===== config.mk =====
export PLATFORM = sky130hd
export DESIGN_NAME = dsp_mac_sequencer
export DESIGN_NICKNAME = d
export VERILOG_FILES = /design/src/rtl/dsp_mac_sequencer.sv
export SDC_FILE = /design/constraint.sdc
export NUM_CORES = 1
export LEC_CHECK = 0
export ABC_AREA = 1
export BUFFER_PORTS_ARGS = -buffer_cell sky130_fd_sc_hd__buf_2
export CAP_MARGIN = 20
export CORE_ASPECT_RATIO = 0.75
export CORE_MARGIN = 2
export CORE_UTILIZATION = 38
export DETAILED_ROUTE_END_ITERATION = 8
export PLACE_DENSITY = 0.75
export SLEW_MARGIN = 20
export SYNTH_ARGS = -nofsm -noshare
export SYNTH_HDL_FRONTEND = slang
export SYNTH_SLANG_ARGS = --single-unit

===== constraint.sdc =====
create_clock -name clk_i -period 1.45 [get_ports clk_i]
set_input_delay 0.145 -clock clk_i [delete_from_list [all_inputs] [get_ports clk_i]]
set_output_delay 0.145 -clock clk_i [all_outputs]
set_load 0.03 [all_outputs]

===== src/rtl/dsp_mac_sequencer.sv =====
// Dot-product sequencer that streams operand pairs into a MAC-mode dsp_slice and captures the sum.
// Optional stall counter enabled by defining SEQ_STALL_CNT_EN.
module dsp_mac_sequencer #(
  parameter int DWIDTH = 16,
  parameter int LEN_W  = 8
) (
  input  logic                     clk_i,
  input  logic                     rst_ni,
  input  logic                     start_i,
  input  logic [LEN_W-1:0]         len_i,
  output logic                     busy_o,
  input  logic                     op_valid_i,
  output logic                     op_ready_o,
  input  logic signed [DWIDTH-1:0] op_a_i,
  input  logic signed [DWIDTH-1:0] op_b_i,
  output logic signed [DWIDTH-1:0] dsp_a_o,
  output logic signed [DWIDTH-1:0] dsp_b_o,
  output logic [2:0]               dsp_mode_o,
  output logic                     dsp_clr_o,
  output logic                     dsp_cin_o,
  input  logic [DWIDTH-1:0]        dsp_c_i,
  output logic                     res_valid_o,
  input  logic                     res_ready_i,
  output logic [DWIDTH-1:0]        res_data_o,
  output logic [15:0]              stall_cnt_o
);

  typedef enum logic [2:0] {
    S_IDLE,
    S_CLEAR,
    S_FEED,
    S_DRAIN,
    S_HOLD
  } state_e;

  state_e             state_q, state_d;
  logic [LEN_W-1:0]   rem_q, rem_d;
  logic [1:0]         drain_q, drain_d;
  logic [DWIDTH-1:0]  res_q, res_d;
  logic               xfer;
  logic               start_ok;

  assign xfer     = (state_q == S_FEED) && op_valid_i;
  assign start_ok = (state_q == S_IDLE) && start_i;

  // Three drain cycles cover the slice's multiply and accumulate registers.
  always_comb begin
    state_d = state_q;
    rem_d   = rem_q;
    drain_d = drain_q;
    res_d   = res_q;
    case (state_q)
      S_IDLE: begin
        if (start_i) begin
          if (len_i != '0) begin
            state_d = S_CLEAR;
            rem_d   = len_i;
          end else begin
            state_d = S_HOLD;
            res_d   = '0;
          end
        end
      end
      S_CLEAR: begin
        state_d = S_FEED;
        drain_d = '0;
      end
      S_FEED: begin
        if (xfer) begin
          rem_d = rem_q - LEN_W'(1);
          if (rem_q == LEN_W'(1)) begin
            state_d = S_DRAIN;
            drain_d = '0;
          end
        end
      end
      S_DRAIN: begin
        drain_d = drain_q + 2'd1;
        if (drain_q == 2'd2) begin
          res_d   = dsp_c_i;
          drain_d = '0;
          state_d = S_HOLD;
        end
      end
      S_HOLD: begin
        if (res_ready_i) state_d = S_IDLE;
      end
      default: state_d = S_IDLE;
    endcase
  end

  always_ff @(posedge clk_i or negedge rst_ni) begin
    if (!rst_ni) begin
      state_q <= S_IDLE;
      rem_q   <= '0;
      drain_q <= '0;
      res_q   <= '0;
    end else begin
      state_q <= state_d;
      rem_q   <= rem_d;
      drain_q <= drain_d;
      res_q   <= res_d;
    end
  end

  assign busy_o      = (state_q != S_IDLE);
  assign op_ready_o  = (state_q == S_FEED);
  assign dsp_a_o     = xfer ? op_a_i : '0;
  assign dsp_b_o     = xfer ? op_b_i : '0;
  assign dsp_mode_o  = 3'b100;
  assign dsp_cin_o   = 1'b0;
  // Held high through reset so the slice accumulator is flushed along with the sequencer.
  assign dsp_clr_o   = !rst_ni || (state_q == S_CLEAR);
  assign res_valid_o = (state_q == S_HOLD);
  assign res_data_o  = res_q;

`ifdef SEQ_STALL_CNT_EN
  logic [15:0] stall_q, stall_d;

  function automatic logic [15:0] sat_inc16(input logic [15:0] v);
    return (v == 16'hFFFF) ? v : v + 16'd1;
  endfunction

  always_comb begin
    stall_d = stall_q;
    if (start_ok && (len_i != '0)) begin
      stall_d = '0;
    end else if ((state_q == S_FEED) && !op_valid_i) begin
      stall_d = sat_inc16(stall_q);
    end
  end

  always_ff @(posedge clk_i or negedge rst_ni) begin
    if (!rst_ni) stall_q <= '0;
    else         stall_q <= stall_d;
  end

  assign stall_cnt_o = stall_q;
`else
  assign stall_cnt_o = '0;
`endif

endmodule

==> flow_summary.toml, run 1 <==
[floorplanning]
die_y_um = 67.4
core_mm2 = 0.00527
row_count = 23
die_x_um = 88.5
io-pin-count = 133
die_area_mm2 = 0.00597
initial_core_util_pct = 38.7

[sta]
min_period_over_period_pct = 112
skew_ps = 2.80
rsz0062_at_grt = "yes"
whs_ps = 84.8
setup-violations-final = 63
finalMaxSlewViolations = 0
fin_crit_ps = 1630
finalHoldViolCount = 0
setup_slack_ps = -180
clock.fmax_mhz = 613

[pwr]
seqPwrFrac_pct = 21.1
power_frac_comb_pct = 69.4
power_density_mw_per_mm2 = 2020
peakVddDrop_mv = 0.986
p_sw_share_pct = 52.9
power_frac_clock_pct = 9.4
leakagePower_nw = 1.96
internal-power_w = 0.00332
total_power_w = 0.00706
switching_power_w = 0.00373

[clocking]
ctsHtreeMaxLevel = 2
clock_latency_ps = 280
clockBufferDepth = 2
cts_root_buf = "clkbuf_8"
cts_buffers = 5
cts_num_sinks = 29
cts_tree = "done"
clkTransAtPathRegs_ps = 70

[yosys]
synth-async-reset-ratio_pct = 100
synth_largest_area_cell = "dfrtp_1"
ys_seq_area_share_pct = 35.6
synth_edf_count = 0
ys.flop_type = "dfrtp_1"
ys_types = 23
yosysMostFrequentCell = "nand2_1"
yosys_register_bits = 29
yosysTopAreaCellShare_pct = 35.6
synth_area_leaders = "dfrtp_1, nand2_1, nor2_1"
syn_area_mm2 = 0.00204
synth_common_cells = "nand2_1, nor2_1, inv_1, dfrtp_1, nand3_1"
yosys_warnings = 0
avgSynthCellArea_um2 = 6.49
synth_cells = 314

[placement]
portBuffers = 112
dp_slack_ps = 9.11
dpl_cell_area_mm2 = 0.00295
post-dp-hpwl_um = 4180
globalplace.congestion = 0.824

[final_layout]
final_cell_area_mm2 = 0.00350
seqCellArea_um2 = 727
multi_input_area_mm2 = 0.00136
diodes = 0
nets = 513
area_growth_pct = 71.7
layout-drive-gt1-share_pct = 46.6
fin_util_pct = 66.4
fillers = 426

[worst_setup_path]
crit_slowest_cell = "dfrtp_1"
criticalPathCategory = "register to output pin"
critPathCaptureType = "output pin"
regToRegSetupSlack_ps = -170
path_cells = "nor3_4 -> nand2_4 -> buf_12 -> nor2_4 -> buf_6"
cp_slowest_stage_delay_ps = 420
worst-path-max-fanout = 11
critPathArrivalTime_ps = 1490
worstSetupStartpointType = "register"
cp.required_ps = 1310

[detailed_routing]
wire_per_inst_um = 12.3
vias = 2347
drc = 0
routed_wl_um = 6490
dr.pass1.iters = 4
postRouteAntennaNets = 0
drtIter0Drc = 116
post_drt_via_cell_ratio = 4.46

[status]
violations = "setup timing"
outcome = "complete, but fails checks"

[global_route]
grt_max_degree = 30
antenna_found_initial = 0
grt_pass1_vias = 1900
grt_usage_pct = 18.2
grt_pass1_wl_um = 8460
gr-total-overflow = 0

[run]
maxCapViolCount = 0

[hold_path]
hold_path.class = "input pin to register"
==> power by group through the flow <==
stage	Clock [W]	Combinational [W]	Sequential (W)
4_1_cts	0.000658	0.00424	0.00148
3_3_place_gp	0	0.00375	0.00148
2_1_floorplan	0	0.00242	0.00184
5_1_grt	0.000705	0.00530	0.00154
6_report	0.000666	0.00490	0.00149
3_5_place_dp	0	0.00384	0.00148
==> routing by layer <==
| metal | part of all wire [%] | routed length [um] | vias up | GRT usage [%] |
|---|---|---|---|---|
| met1 | 39 | 2560 | 1052 | 22.6 |
| met3 | 8.4 | 542 | 8 | 3.79 |
| met5 | 0 | 0 | - | 0 |
| li1 | - | - | 1174 | - |
| met2 | 51 | 3300 | 113 | 31.8 |
| met4 | 1.4 | 89 | 0 | 5.68 |
==> area by class of cell <==
type / count / share of cell area (%)
multi-input cells: 223 / 38.8
flip-flops and latches: 29 / 20.8
repair buffers: 135 / 28.6
inverters: 54 / 6.22
clock buffers: 5 / 1.97
clock inverters: 3 / 0.501
repair inverters: 2 / 0.429
well taps: 75 / 2.68
==> sequential cells by signal, summed over array words and instances (netlist names) <==
register	count
drain_q	2
res_data_o	16
state_q	3
rem_q	8
==> path summary, 6_finish.rpt <==
| check | cells past startpoint | from | endpoint |
|---|---|---|---|
| worst min register to register | 2 | res_data_o[3] | res_data_o[3] |
| min in group asynchronous | 3 | rst_ni | res_data_o[4] |
| worst max register to register | 10 | state_q[0] | res_data_o[8] |
| worst min-delay path | 3 | dsp_c_i[13] | res_data_o[13] |
| max in group asynchronous | 3 | rst_ni | state_q[2] |
| worst max-delay path | 5 | state_q[0] | dsp_a_o[10] |
==> kinds of logic (layout without fill, tap and decap cells) <==
group                      count (synthesis)  after routing  share of synthesized area, %
and+or+nand+nor                          188            190                          38.8
buffers and inverters                     82            199                          20.1
adders and majority gates                  2              2                          1.23
other                                      2             20                         0.369
AOI/OAI and AO/OA                         11             11                          3.87
DFF                                       29             29                          35.6
==> metrics by stage <==
stage	instances	setup TNS, ps
2_1_floorplan	332	-980
3_3_place_gp	507	0
3_5_place_dp	507	0
4_1_cts	519	-5100
5_1_grt	526	-13350
6_report	526	-8910
==> cell usage in the layout (no fill, tap or decap), drive strengths merged <==
cell,n
buf,134
nand2,106
inv,55
nor2,53
dfrtp,29
nand3,27
conb,20
o21ai,9
clkbuf,5
nand4,3
clkinv,3
ha,2
nor3,1
a21oi,1
a31oi,1
clkinvlp,1
dlygate4sd3,1
==> critical path, delay by kind of cell, from the launching register on <==
family                 cells  cell delay [ps]
AND/OR/NAND/NOR            3              460
flip-flops                 1              420
buffers and inverters      2              310
==> repair_timing <==
item / 4_1_cts / 5_1_grt
buffers inserted: 3 / 5
setup endpoints to repair: 39 / 65
resized for setup: 79 / 32
cloned: 0 / 4
hold buffers: 1 / 0
hold endpoints to repair: 29 / 0
pin swaps: 3 / 13
(Power assumes the default switching activity.)
==> run 2: changes to the inputs <==
Settings changed: CORE_ASPECT_RATIO 0.75 to 0.9.
Clock period 1.45 ns to 1.3 ns, I/O delays scaled along.
==> flow_summary.toml, run 2 (synthesis results as in run 1) <==
[sta]
rsz0062_at_grt = "yes"
min_period_over_period_pct = 132
skew_ps = 8.52
finalHoldViolCount = 0
fin_crit_ps = 1710
finalMaxSlewViolations = 0
setup_slack_ps = -412
setup-violations-final = 65
fin_tns_setup_ps = -20060
clock.fmax_mhz = 584

[detailed_routing]
vias = 2505
routed_wl_um = 7390
wire_per_inst_um = 13.6
post_drt_via_cell_ratio = 4.62
postRouteAntennaNets = 0
dr.pass1.iters = 4
drc = 0
drtIter0Drc = 148

[floorplanning]
initial_core_util_pct = 39.0
die_area_mm2 = 0.00596
row_count = 25
io-pin-count = 133
die_x_um = 81.2
die_y_um = 73.5
core_mm2 = 0.00522

[global_route]
antenna_found_initial = 0
grt_usage_pct = 21.5
gr-total-overflow = 0
grt_max_degree = 30
grt_pass1_wl_um = 9790
grt_pass1_vias = 2155

[final_layout]
multi_input_area_mm2 = 0.00143
final_cell_mix = "nand2_1, buf_2, buf_6"
largest_register_ffs = 16
layout-drive-gt1-share_pct = 52.6
nets = 537
fillers = 375
seqCellArea_um2 = 727
diodes = 0
instances_no_fill = 542
area_growth_pct = 89.7
final_common_cell = "nand2_1"

[clocking]
cts_tree = "done"
cts_root_buf = "clkbuf_8"
cts_buffers = 5
ctsHtreeMaxLevel = 2
clkTransAtPathRegs_ps = 70
clock_latency_ps = 280
cts_num_sinks = 29
clockBufferDepth = 2

[worst_setup_path]
cp.required_ps = 1170
worst-path-max-fanout = 7
criticalPathCategory = "register to output pin"
cp_slowest_stage_delay_ps = 430
cp.buffers_inverters = 3
path_cells = "nor3_4 -> buf_12 -> nand2_8 -> clkbuf_16 -> nor2_4 -> buf_6"
worstSetupStartpointType = "register"
crit_slowest_cell = "dfrtp_2"
critPathCaptureType = "output pin"
critical-path-top-delay-family = "buffers and inverters"
critPathArrivalTime_ps = 1580

[placement]
portBuffers = 112
post-place-cells = 513
globalplace.congestion = 0.863
post-dp-hpwl_um = 4320

[hold_path]
hold_path.class = "input pin to register"

[pwr]
power_density_mw_per_mm2 = 2330
leakagePower_nw = 2.16
peakVddDrop_mv = 1.08

[status]
violations = "setup timing"
outcome = "complete, but fails checks"

[run]
maxCapViolCount = 0
==> run 2: cell types whose count changed in the layout (fill, tap and decap cells not counted), sizes merged <==
cell    delta
buf       +24
inv        -2
clkbuf     +2
==> run 2: worst min-delay path: stages <==
cell and delay (ps):
buf_2 70, nand3_1 60, nand2_1 60
==> run 2: power by group <==
part	total, W	leakage, nW	internal [W]	switching [W]
logic	0.00662	1.75	0.00276	0.00387
registers	0.00163	0.365	0.00133	0.000303
clock network	0.000737	0.0439	0.000369	0.000368
==> run 2: stage by stage <==
stage | worst slack [ps] | hold slack (ps) | util, % | total power [W] | instance area (um^2)
finish | -412 | 73.0 | 74.0 | 0.00899 | 3860
global route | -470 | 60.7 | 74.0 | 0.00953 | 3860
CTS | -354 | 66.2 | 68.7 | 0.00796 | 3590
detailed placement | -159 | 178 | 59.1 | 0.00640 | 3090
global placement | -129 | 174 | 59.1 | 0.00627 | 3090
floorplan | -153 | -166 | - | 0.00492 | 2420
==> run 2: repair_timing <==
item	4_1_cts	5_1_grt
pin swaps	11	21
hold buffers	1	0
buffers inserted	9	7
endpoints found under the hold margin	29	0
endpoints found under the setup margin	65	65
resized for setup	97	44
gates cloned	2	2
==> run 2: worst paths after layout <==
check,from,end,cells after the start,slack (ps)
setup / recovery,state_q[2],dsp_b_o[9],6,-410
hold / removal,dsp_c_i[9],res_data_o[9],3,70
min in group asynchronous,rst_ni,state_q[0],3,420
max in group asynchronous,rst_ni,state_q[2],3,590
hold reg to reg,res_data_o[3],res_data_o[3],2,460
setup reg to reg,state_q[1],rem_q[0],12,-400
==> run 2: cell type report <==
cell class / instances / area share [%]
tap: 67 / 2.17
sequential: 29 / 18.8
clock buffer: 5 / 1.78
timing repair buffer: 161 / 33.8
clock inverter: 3 / 0.453
multi-input combinational: 223 / 37.1
inverter: 54 / 5.89
==> run 2: per-layer routing <==
layer	wire length, um	global-route usage [%]
met5	0	0
met2	3930	38.3
met3	403	3.69
met1	2820	25.6
met4	242	9.04
==> run 3: changes to the inputs <==
Settings changed: CORE_ASPECT_RATIO 0.9 to 1.25.
==> flow_summary.toml, run 3 (synthesis results as in run 1) <==
[floorplanning]
die_area_mm2 = 0.00597
initial_core_util_pct = 39.8
io-pin-count = 133
core_mm2 = 0.00512
die_y_um = 85.9
row_count = 29
die_x_um = 69.5

[detailed_routing]
post_drt_via_cell_ratio = 4.72
drtIter0Drc = 120
wire_per_inst_um = 13.9
postRouteAntennaNets = 0
dr.pass1.iters = 5
vias = 2509
drc = 0
routed_wl_um = 7420

[sta]
fin_crit_ps = 1700
setup-violations-final = 65
finalHoldViolCount = 0
rsz0062_at_grt = "yes"
finalMaxSlewViolations = 0
clock.fmax_mhz = 587
setup_slack_ps = -403
skew_ps = 6.05
min_period_over_period_pct = 131

[final_layout]
final_cell_mix = "buf_2, nand2_1, buf_6"
area_growth_pct = 93.5
fillers = 310
largest_register_ffs = 16
final_common_cell = "buf_2"
fin_util_pct = 77.0
diodes = 0
layout-drive-gt1-share_pct = 56.8
nets = 532

[worst_setup_path]
cp.required_ps = 1170
critPathArrivalTime_ps = 1570
worstSetupStartpointType = "register"
criticalPathCategory = "register to output pin"
worst-path-max-fanout = 8
critPathCaptureType = "output pin"

[global_route]
antenna_found_initial = 0
grt_usage_pct = 23.8
grt_pass1_wl_um = 11400
grt_pass1_vias = 2459
gr-total-overflow = 0
grt_max_degree = 30

[status]
outcome = "complete, but fails checks"
violations = "setup timing"

[clocking]
ctsHtreeMaxLevel = 2
cts_tree = "done"
cts_buffers = 5
clkTransAtPathRegs_ps = 70
clock_latency_ps = 290
cts_num_sinks = 29
cts_root_buf = "clkbuf_8"
clockBufferDepth = 2

[pwr]
power_density_mw_per_mm2 = 2360
total_power_w = 0.00930
peakVddDrop_mv = 1.81
leakagePower_nw = 2.11

[placement]
globalplace.congestion = 0.861
post-dp-hpwl_um = 4670
portBuffers = 112

[hold_path]
hold_path.class = "input pin to register"

[run]
maxCapViolCount = 0
run 3: final timing paths:
path                               startpoint       endpoint  slack [ps]  cells after the start
worst max-delay path               state_q[1]     dsp_b_o[4]        -400                      6
worst min-delay path               dsp_c_i[3]  res_data_o[3]          70                      3
worst max register to register     state_q[1]       rem_q[4]        -330                     10
worst min register to register  res_data_o[3]  res_data_o[3]         490                      2
max in group asynchronous              rst_ni     state_q[2]         580                      3
min in group asynchronous              rst_ni     drain_q[1]         430                      3
run 3: repair_timing:
item	in CTS	in global routing
pin swaps	15	31
gates cloned	2	3
hold buffers	1	0
endpoints found under the hold margin	29	0
buffers inserted	3	9
setup endpoints to repair	65	65
resized for setup	100	68
run 3: per-stage QoR:
step | cell area, um^2 | cells | TNS [ps] | hold WS, ps | setup slack, ps
floorplan | 2420 | 332 | -4390 | -166 | -153
global placement | 3090 | 508 | -6120 | 189 | -133
detailed placement | 3090 | 508 | -8830 | 191 | -218
CTS | 3600 | 522 | -19910 | 72.9 | -385
global route | 3940 | 532 | -24110 | 82.9 | -448
finish | 3940 | 532 | -20100 | 67.7 | -403
run 3: per-layer routing:
metal | track usage, % | vias up | routed length (um)
li1 | - | 1202 | -
met1 | 25.4 | 1181 | 2490
met2 | 46.2 | 103 | 4240
met3 | 5.05 | 23 | 420
met4 | 7.31 | 0 | 262
met5 | 0 | - | 0
run 3: final cells by class:
class	count	area [um^2]	share of cell area (%)
Clock inverter	1	30.0	0.762
Timing Repair Buffer	154	1240	31.6
Timing Repair inverter	2	17.5	0.444
Tap cell	62	77.6	1.97
Sequential cell	29	727	18.4
Multi-Input combinational cell	223	1530	38.8
Inverter	54	228	5.78
Clock buffer	7	86.3	2.19
run 3: critical path, cell delays in order, from the launching register on:
cell and delay [ps]:
dfrtp_1 360, inv_2 60, nor3_4 290, nand2_8 140, buf_12 170, nor2_4 120, buf_6 140
run 3: power breakdown:
group,switching (W),internal [W]
Combinational,0.00389,0.00272
Sequential,0.000382,0.00133
Clock,0.000362,0.000624
Total,0.00463,0.00468
